**config.mk**
```make
export PLATFORM = sky130hd
export DESIGN_NAME = sseg_scan_arbiter
export DESIGN_NICKNAME = d
export VERILOG_FILES = /design/src/rtl/sseg_scan_arbiter.sv
export SDC_FILE = /design/constraint.sdc
export NUM_CORES = 1
export LEC_CHECK = 0
export CORE_MARGIN = 1
export CORE_UTILIZATION = 40
export DETAILED_ROUTE_END_ITERATION = 8
export PLACE_DENSITY_LB_ADDON = 0.05
export SLEW_MARGIN = 20
export SYNTH_ARGS = -nofsm -noshare
export SYNTH_HDL_FRONTEND = slang
export SYNTH_SLANG_ARGS = --single-unit
```
**constraint.sdc**
```tcl
create_clock -name i_clk -period 8.6 [get_ports i_clk]
set_clock_uncertainty 0.15 [all_clocks]
set_input_delay 1.72 -clock i_clk [delete_from_list [all_inputs] [get_ports i_clk]]
set_output_delay 1.72 -clock i_clk [all_outputs]
set_load 0.03 [all_outputs]
```
**src/rtl/sseg_scan_arbiter.sv**
```systemverilog
`default_nettype none
// ----------------------------------------------------------------------------
// sseg_scan_arbiter : 7-seg scan driver with frame-aligned A/B display arbiter
// Revision: 1.0
// ----------------------------------------------------------------------------
module sseg_scan_arbiter #(
   parameter int N_DIG        = 4,
   parameter int REFRESH_DIV  = 50000,
   parameter int BLANK_CYC    = 500,
   parameter int MAX_A_FRAMES = 8
) (
   input  logic               i_clk,
   input  logic               i_reset,
   input  logic               i_req_a,
   input  logic [8*N_DIG-1:0] i_pat_a,
   input  logic               i_req_b,
   input  logic [8*N_DIG-1:0] i_pat_b,
   output logic [7:0]         o_sseg_n,
   output logic [N_DIG-1:0]   o_ldsel,
   output logic [1:0]         o_grant,
   output logic               o_frame_tick
);

   localparam int CNT_W = $clog2(REFRESH_DIV);
   localparam int DIG_W = (N_DIG > 1) ? $clog2(N_DIG) : 1;
   localparam int RUN_W = $clog2(MAX_A_FRAMES + 1);
   localparam logic [CNT_W-1:0]   CNT_LAST  = CNT_W'(REFRESH_DIV - 1);
   localparam logic [DIG_W-1:0]   DIG_LAST  = DIG_W'(N_DIG - 1);
   localparam logic [RUN_W-1:0]   RUN_MAX   = RUN_W'(MAX_A_FRAMES);
   localparam logic [8*N_DIG-1:0] SNAP_IDLE = {N_DIG{8'hFF}};

   typedef enum logic [1:0] {
      GNT_NONE = 2'b00,
      GNT_A    = 2'b01,
      GNT_B    = 2'b10
   } grant_t;

   logic               run_q,   run_d;
   logic [CNT_W-1:0]   cnt_q,   cnt_d;
   logic [DIG_W-1:0]   dig_q,   dig_d;
   logic [RUN_W-1:0]   a_run_q, a_run_d;
   logic [8*N_DIG-1:0] snap_q,  snap_d;
   grant_t             grant_q, grant_d;
   logic [7:0]         sseg_q,  sseg_d;
   logic [N_DIG-1:0]   ldsel_q, ldsel_d;
   logic               tick_q,  tick_d;
   logic               w_blank;

   // cnt_q/dig_q name the slot position currently on the outputs; run_q holds
   // the first edge after reset so that edge lands on cycle 0 of frame 0.
   always_comb begin
      run_d   = 1'b1;
      cnt_d   = cnt_q;
      dig_d   = dig_q;
      a_run_d = a_run_q;
      snap_d  = snap_q;
      grant_d = grant_q;
      tick_d  = 1'b0;
      if (run_q) begin
         if (cnt_q == CNT_LAST) begin
            cnt_d = '0;
            if (dig_q == DIG_LAST) begin
               dig_d  = '0;
               tick_d = 1'b1;
               if (i_req_a && !(i_req_b && (a_run_q == RUN_MAX))) begin
                  grant_d = GNT_A;
                  snap_d  = i_pat_a;
                  if (a_run_q != RUN_MAX) begin
                     a_run_d = a_run_q + 1'b1;
                  end
               end else if (i_req_b) begin
                  grant_d = GNT_B;
                  snap_d  = i_pat_b;
                  a_run_d = '0;
               end else begin
                  grant_d = GNT_NONE;
                  snap_d  = SNAP_IDLE;
                  a_run_d = '0;
               end
            end else begin
               dig_d = dig_q + 1'b1;
            end
         end else begin
            cnt_d = cnt_q + 1'b1;
         end
      end
   end

   generate
      if (BLANK_CYC == 0) begin : g_no_blank
         assign w_blank = 1'b0;
      end else begin : g_blank
         assign w_blank = (cnt_d < CNT_W'(BLANK_CYC));
      end
   endgenerate

   // Outputs are decoded from the next position so they come straight off flops.
   always_comb begin
      sseg_d  = 8'hFF;
      ldsel_d = '0;
      if (!w_blank) begin
         sseg_d = snap_d[{dig_d, 3'b000} +: 8];
         if (grant_d != GNT_NONE) begin
            ldsel_d = N_DIG'(1) << dig_d;
         end
      end
   end

   always_ff @(posedge i_clk or negedge i_reset) begin
      if (!i_reset) begin
         run_q   <= 1'b0;
         cnt_q   <= '0;
         dig_q   <= '0;
         a_run_q <= '0;
         snap_q  <= SNAP_IDLE;
         grant_q <= GNT_NONE;
         sseg_q  <= 8'hFF;
         ldsel_q <= '0;
         tick_q  <= 1'b0;
      end else begin
         run_q   <= run_d;
         cnt_q   <= cnt_d;
         dig_q   <= dig_d;
         a_run_q <= a_run_d;
         snap_q  <= snap_d;
         grant_q <= grant_d;
         sseg_q  <= sseg_d;
         ldsel_q <= ldsel_d;
         tick_q  <= tick_d;
      end
   end

   assign o_sseg_n     = sseg_q;
   assign o_ldsel      = ldsel_q;
   assign o_grant      = grant_q;
   assign o_frame_tick = tick_q;

endmodule
`default_nettype wire

```
# After elaboration in Yosys (flattened, before gate mapping)

Index checks and enable logic that the tools add are counted.

$add $sub $neg: 3
$lt $le $gt $ge: 1
Equal/unequal tests: 5
Shifts and indexed selects: 2
Multiplexer cells: 23
Reduce and logical (&&, ||, !) cells: 5

Operators by type and width:

| kind                                                        | count |
|---|---|
| two-way mux 32 bit                                          | 5 |
| two-way mux 16 bit                                          | 2 |
| variable part select 32 x 6 -> 8 bit                        | 1 |
| adder 16 x 1 -> 16 bit, second input constant               | 1 |
| equality test 16 bit, second input constant                 | 1 |
| less-than comparator 16 x 9 -> 1 bit, second input constant | 1 |
| two-way mux 2 bit                                           | 8 |
| two-way mux 4 bit                                           | 4 |
| two-way mux 8 bit                                           | 1 |
| adder 4 x 1 -> 4 bit, second input constant                 | 1 |
| equality test 4 bit, second input constant                  | 1 |
| != test 4 bit, second input constant                        | 1 |
| AND reduction 4 bit                                         | 1 |
| << shifter 1 x 2 -> 4 bit, first input constant             | 1 |
| two-way mux 1 bit                                           | 3 |
| adder 2 x 1 -> 2 bit, second input constant                 | 1 |
| equality test 2 bit, second input constant                  | 1 |
| logical AND 1 bit                                           | 2 |
| != test 2 x 1 -> 1 bit, second input constant               | 1 |
| nonzero test 2 bit                                          | 1 |
| logical NOT 1 bit                                           | 1 |

Register bits: 70
Input port bits: 68
Output and inout port bits: 15
Word-level logic and storage cells: 48

# Longest topological paths before layout

Depth after elaboration: 11
Mapped depth: 12
Mapped depth without buffers: 8

# Least setup slack after synthesis

OpenSTA, ideal clock, no wires.

Path kind: input -> register
Start: input port i_req_b
End: register sseg_q[6], in the netlist o_sseg_n[6]
Setup time: 0.088 ns
Arrival time: 3.534 ns
Required time: 8.362 ns
Slack: 4.828 ns
Stages on the path: 7
Buffers on the path: 1
Cells stage by stage: inv_1 > o21ai_1 > clkbuf_1 > mux2_2 > o221ai_1 > o22ai_1 > or3_1

Longest elaborated chain between the ends: 9
Elaborated cells on any way between the ends: 10
Classes of those cells: shift (1); mux (6); reduce/logical (3)

Ends and longest elaborated chain:

| item                                   | RTL line | RTL |
|---|---|---|
| start, declared                        | 16       | `input logic i_req_b,` |
| logical AND 1 bit                      | 65       | `if (i_req_a && !(i_req_b && (a_run_q == RUN_MAX))) begin` |
| logical NOT 1 bit                      | 65       |  |
| logical AND 1 bit                      | 65       |  |
| two-way mux 32 bit *                   | 65       |  |
| two-way mux 32 bit *                   | 62       | `if (dig_q == DIG_LAST) begin` |
| two-way mux 32 bit *                   | 60       | `if (cnt_q == CNT_LAST) begin` |
| two-way mux 32 bit *                   | 59       | `if (run_q) begin` |
| variable part select 32 x 6 -> 8 bit * | 102      | `sseg_d = snap_d[{dig_d, 3'b000} +: 8];` |
| two-way mux 8 bit *                    | 101      | `if (!w_blank) begin` |
| net sseg_d[6]                          | 44       | `logic [7:0] sseg_q, sseg_d;` |
| end signal, assigned                   | 127      | `sseg_q <= sseg_d;` |
| end, declared                          | 44       |  |

Mark *: on every way through the listed nets, which the timed path passes. The rest lies on a longest branch.
A chain may end at the register's enable or synchronous reset.

# Worst setup path after layout

Same ends and word-level chain as after synthesis.

==> impl_metrics.csv <==
group,metric,value,unit
cts,cts_tree,"done",
critical_path,crit_type,"input pin to flip-flop",
drt,drc_errors,0,
timing,period_needed,4270,ps
timing,period_share,49.7,%
timing,rsz0062_at_grt,"false",
critical_path,cp_slowest_cell,"o21ai_4",
timing,worst_pin_slew,879,ps
critical_path,crit_path_start_kind,"input pin",
placement,io_buffers,82,
finish,layout.cells.most_common,"clkdlybuf4s50_1",
die,die_h,101,um
synthesis,yosysTopAreaCell,"dfstp_2",
critical_path,r2r-end,"o_ldsel[1]$_DFF_PN0_",
grt,grt_max_degree,71,
die,die_area,0.0103,mm^2
finish,antenna_cells,0,
timing,slew_viol_final,0,
critical_path,path_buf_inv,3,
critical_path,critPathRequiredTime,8710,ps
synthesis,synth_top_family_by_area,"simple AND/OR/NAND/NOR gates",
synthesis,synth-async-reset-ratio,100,%
timing,setup_viol,0,
power,total_power,755,uW
power,peakVddDrop,69.9,uV
cts,post_cts_buffers,0,
min_path,hp-class,"flip-flop to flip-flop",
synthesis,synth_edf_count,0,
die,ioPinCount,83,
timing,maxSlewHeadroom,41.4,%
critical_path,ff2ff_path_depth,7,
cts,clk_latency,350,ps
synthesis,synth_area,0.00395,mm^2
die,initial_utilization,42.0,%
synthesis,synth-simple-area-share,21.0,%
synthesis,muxShareOfSynthArea,5.73,%
finish,nets,560,
synthesis,ys_warn_count,0,
synthesis,synthAdderAreaFrac,1.27,%
timing,hold_violations,0,
drt,wl_per_cell,16.1,um
power,p_per_area,150,mW/mm^2
min_path,min_from,"snap_q[0]$_DFF_PN1_",
critical_path,cpLargestDelayFamily,"buffers and inverters",
synthesis,synth.avg_cell_area,9.46,um^2
critical_path,cp-end-kind,"flip-flop",
finish,instances_no_fill,622,
grt,grt_pass1_wl,16.4,mm
power,p_leak,2.05,nW
finish,multi_input_area,0.00196,mm^2
critical_path,cp_max_fo,30,
critical_path,r2r_start,"cnt_q[4]$_DFF_PN0_",
synthesis,yosys_most_used_dff,"dfstp_2",
timing,fmax,234,MHz
finish,fill_cells,887,
critical_path,crit_arrival,4380,ps
die,core_area,0.00942,mm^2
die,fp-row-count,35,
cts,cts_num_sinks,70,
cts,cts_root_buf,"clkbuf_8",
synthesis,synth_xor_area_share,2.88,%
finish,drive_gt1_share,17.8,%
grt,grt_pass1_vias,3272,
synthesis,synth_top_area_share,26.6,%
min_path,min_path_cells,2,
cts,numCtsBuffers,9,
critical_path,slowest_delay,550,ps
drt,via_per_inst,5.39,
grt,antenna_found_initial,0,
drt,first_pass_iters,6,
drt,wl,10.0,mm
die,die_w,101,um
job,maxCapViolations,0,
cts,htreeDepth,3,
cts,clock_path_buffers,2,
critical_path,ff2ff_setup_slack,5290,ps
cts,cts_resized,0,
drt,drtIter0Drc,104,
finish,layout_common_cells,"clkdlybuf4s50_1 (81), nand2_1 (54), o21ai_0 (40), dfstp_2 (40), dfrtp_1 (30)",
drt,num_vias,3352,
drt,ant_nets,0,
finish,post-route-util,53.5,%
synthesis,ys_ff_latch,70,
cts,path_clk_slew,70,ps
synthesis,synth_cells,418,
placement,post-place-cells,606,
finish,area_growth,27.5,%
critical_path,crit_chain,"clkdlybuf4s50_1 > buf_4 > inv_1 > o21ai_4 > mux2_2 > o221ai_1 > o22ai_1 > or3_1",
min_path,whs_endpoint,"snap_q[0]$_DFF_PN1_",
run_status,outcome,"finished, final reports clean",
finish,seq_area,0.00180,mm^2
grt,overflow,0,
synthesis,synth.distinct_cells,57,
timing,setup_tns,0,ps
critical_path,path_depth,8,
grt,grt_util_all_layers,21.0,%
placement,place_congestion,0.833,
synthesis,synth_seq_area_share,45.6,%
synthesis,synth-compound-area-share,18.3,%
cts,hold_buffers,0,
placement,dp_hpwl,6.84,mm
synthesis,synthTopCellsByArea,"dfstp_2 (27%), dfrtp_1 (19%), nand2_1 (5.1%)",
timing,hold-worst-slack,308,ps
synthesis,synth_nets,490,
-- cell usage after synthesis (all sizes together), types with 12 or more instances --
master   n
a21oi   14
buf     12
clkbuf  17
dfrtp   30
dfstp   40
inv     20
mux2    13
nand2   54
nand2b  13
nand3b  22
nor2    12
o211ai  12
o21ai   42
-- worst max path at each step --
| stage | from | end | slack, ps |
|---|---|---|---|
| floorplan | i_req_b | o_sseg_n[6]$_DFF_PN1_ | 4830 |
| global placement | i_req_b | o_sseg_n[0]$_DFF_PN1_ | 4060 |
| detailed placement | i_req_b | o_sseg_n[3]$_DFF_PN1_ | 3950 |
| CTS | i_req_b | o_sseg_n[6]$_DFF_PN1_ | 4340 |
| global route | i_req_b | o_sseg_n[6]$_DFF_PN1_ | 4190 |
| finish | i_req_b | o_sseg_n[6]$_DFF_PN1_ | 4330 |
-- state kept, by name, indices dropped and copies added (netlist names) --
register and flops:
a_run_q 4, run_q 1, cnt_q 16, o_sseg_n 8
snap_q 32, dig_q 2, o_frame_tick 1, o_grant 2
o_ldsel 4
-- layout make-up --
| type | count | area share (%) |
|---|---|---|
| Clock buffer | 11 | 2.61 |
| Clock inverter | 5 | 0.993 |
| Inverter | 20 | 1.49 |
| Multi-Input combinational cell | 299 | 38.9 |
| Sequential cell | 70 | 35.7 |
| Tap cell | 129 | 3.20 |
| Timing Repair Buffer | 88 | 17.1 |
-- routing by layer --
metal	vias to the layer above	GRT usage, %	part of all wire (%)
met2	72	34.7	47
met4	0	6.35	1.7
met1	1618	26.7	47
li1	1647	-	-
met5	-	0	0
met3	15	6.21	4.2
-- report_power, final --
group	internal [mW]	switching, mW
Sequential	0.345	0.0245
Clock	0.132	0.123
Combinational	0.0677	0.0623
-- worst register-to-register path, stage by stage, from the launching register on --
cell and delay, ps:
dfrtp_1 470, or4b_4 600, nor4_4 660, nand2_1 170, inv_2 520, mux2i_1 390
nand2_1 120, nor3_1 140
-- kinds of logic (layout without fill, tap and decap cells) --
| logic type | count (synthesis) | after routing |
|---|---|---|
| adder cells (fa/ha/maj) | 4 | 4 |
| multiplexers | 21 | 21 |
| AND/OR/NAND/NOR | 148 | 148 |
| other | 1 | 1 |
| buffers and inverters | 49 | 124 |
| XOR/XNOR | 13 | 13 |
| flip-flops | 70 | 70 |
| AO/OA/AOI/OAI | 112 | 112 |
-- stage by stage --
stage	area [um^2]	setup WS, ps
after floorplan	3950	4830
after global placement	4860	4060
after detailed placement	4860	3950
after CTS	5040	4340
after global routing	5040	4190
final	5040	4330
Note: power is estimated with default switching activity, not from simulation.
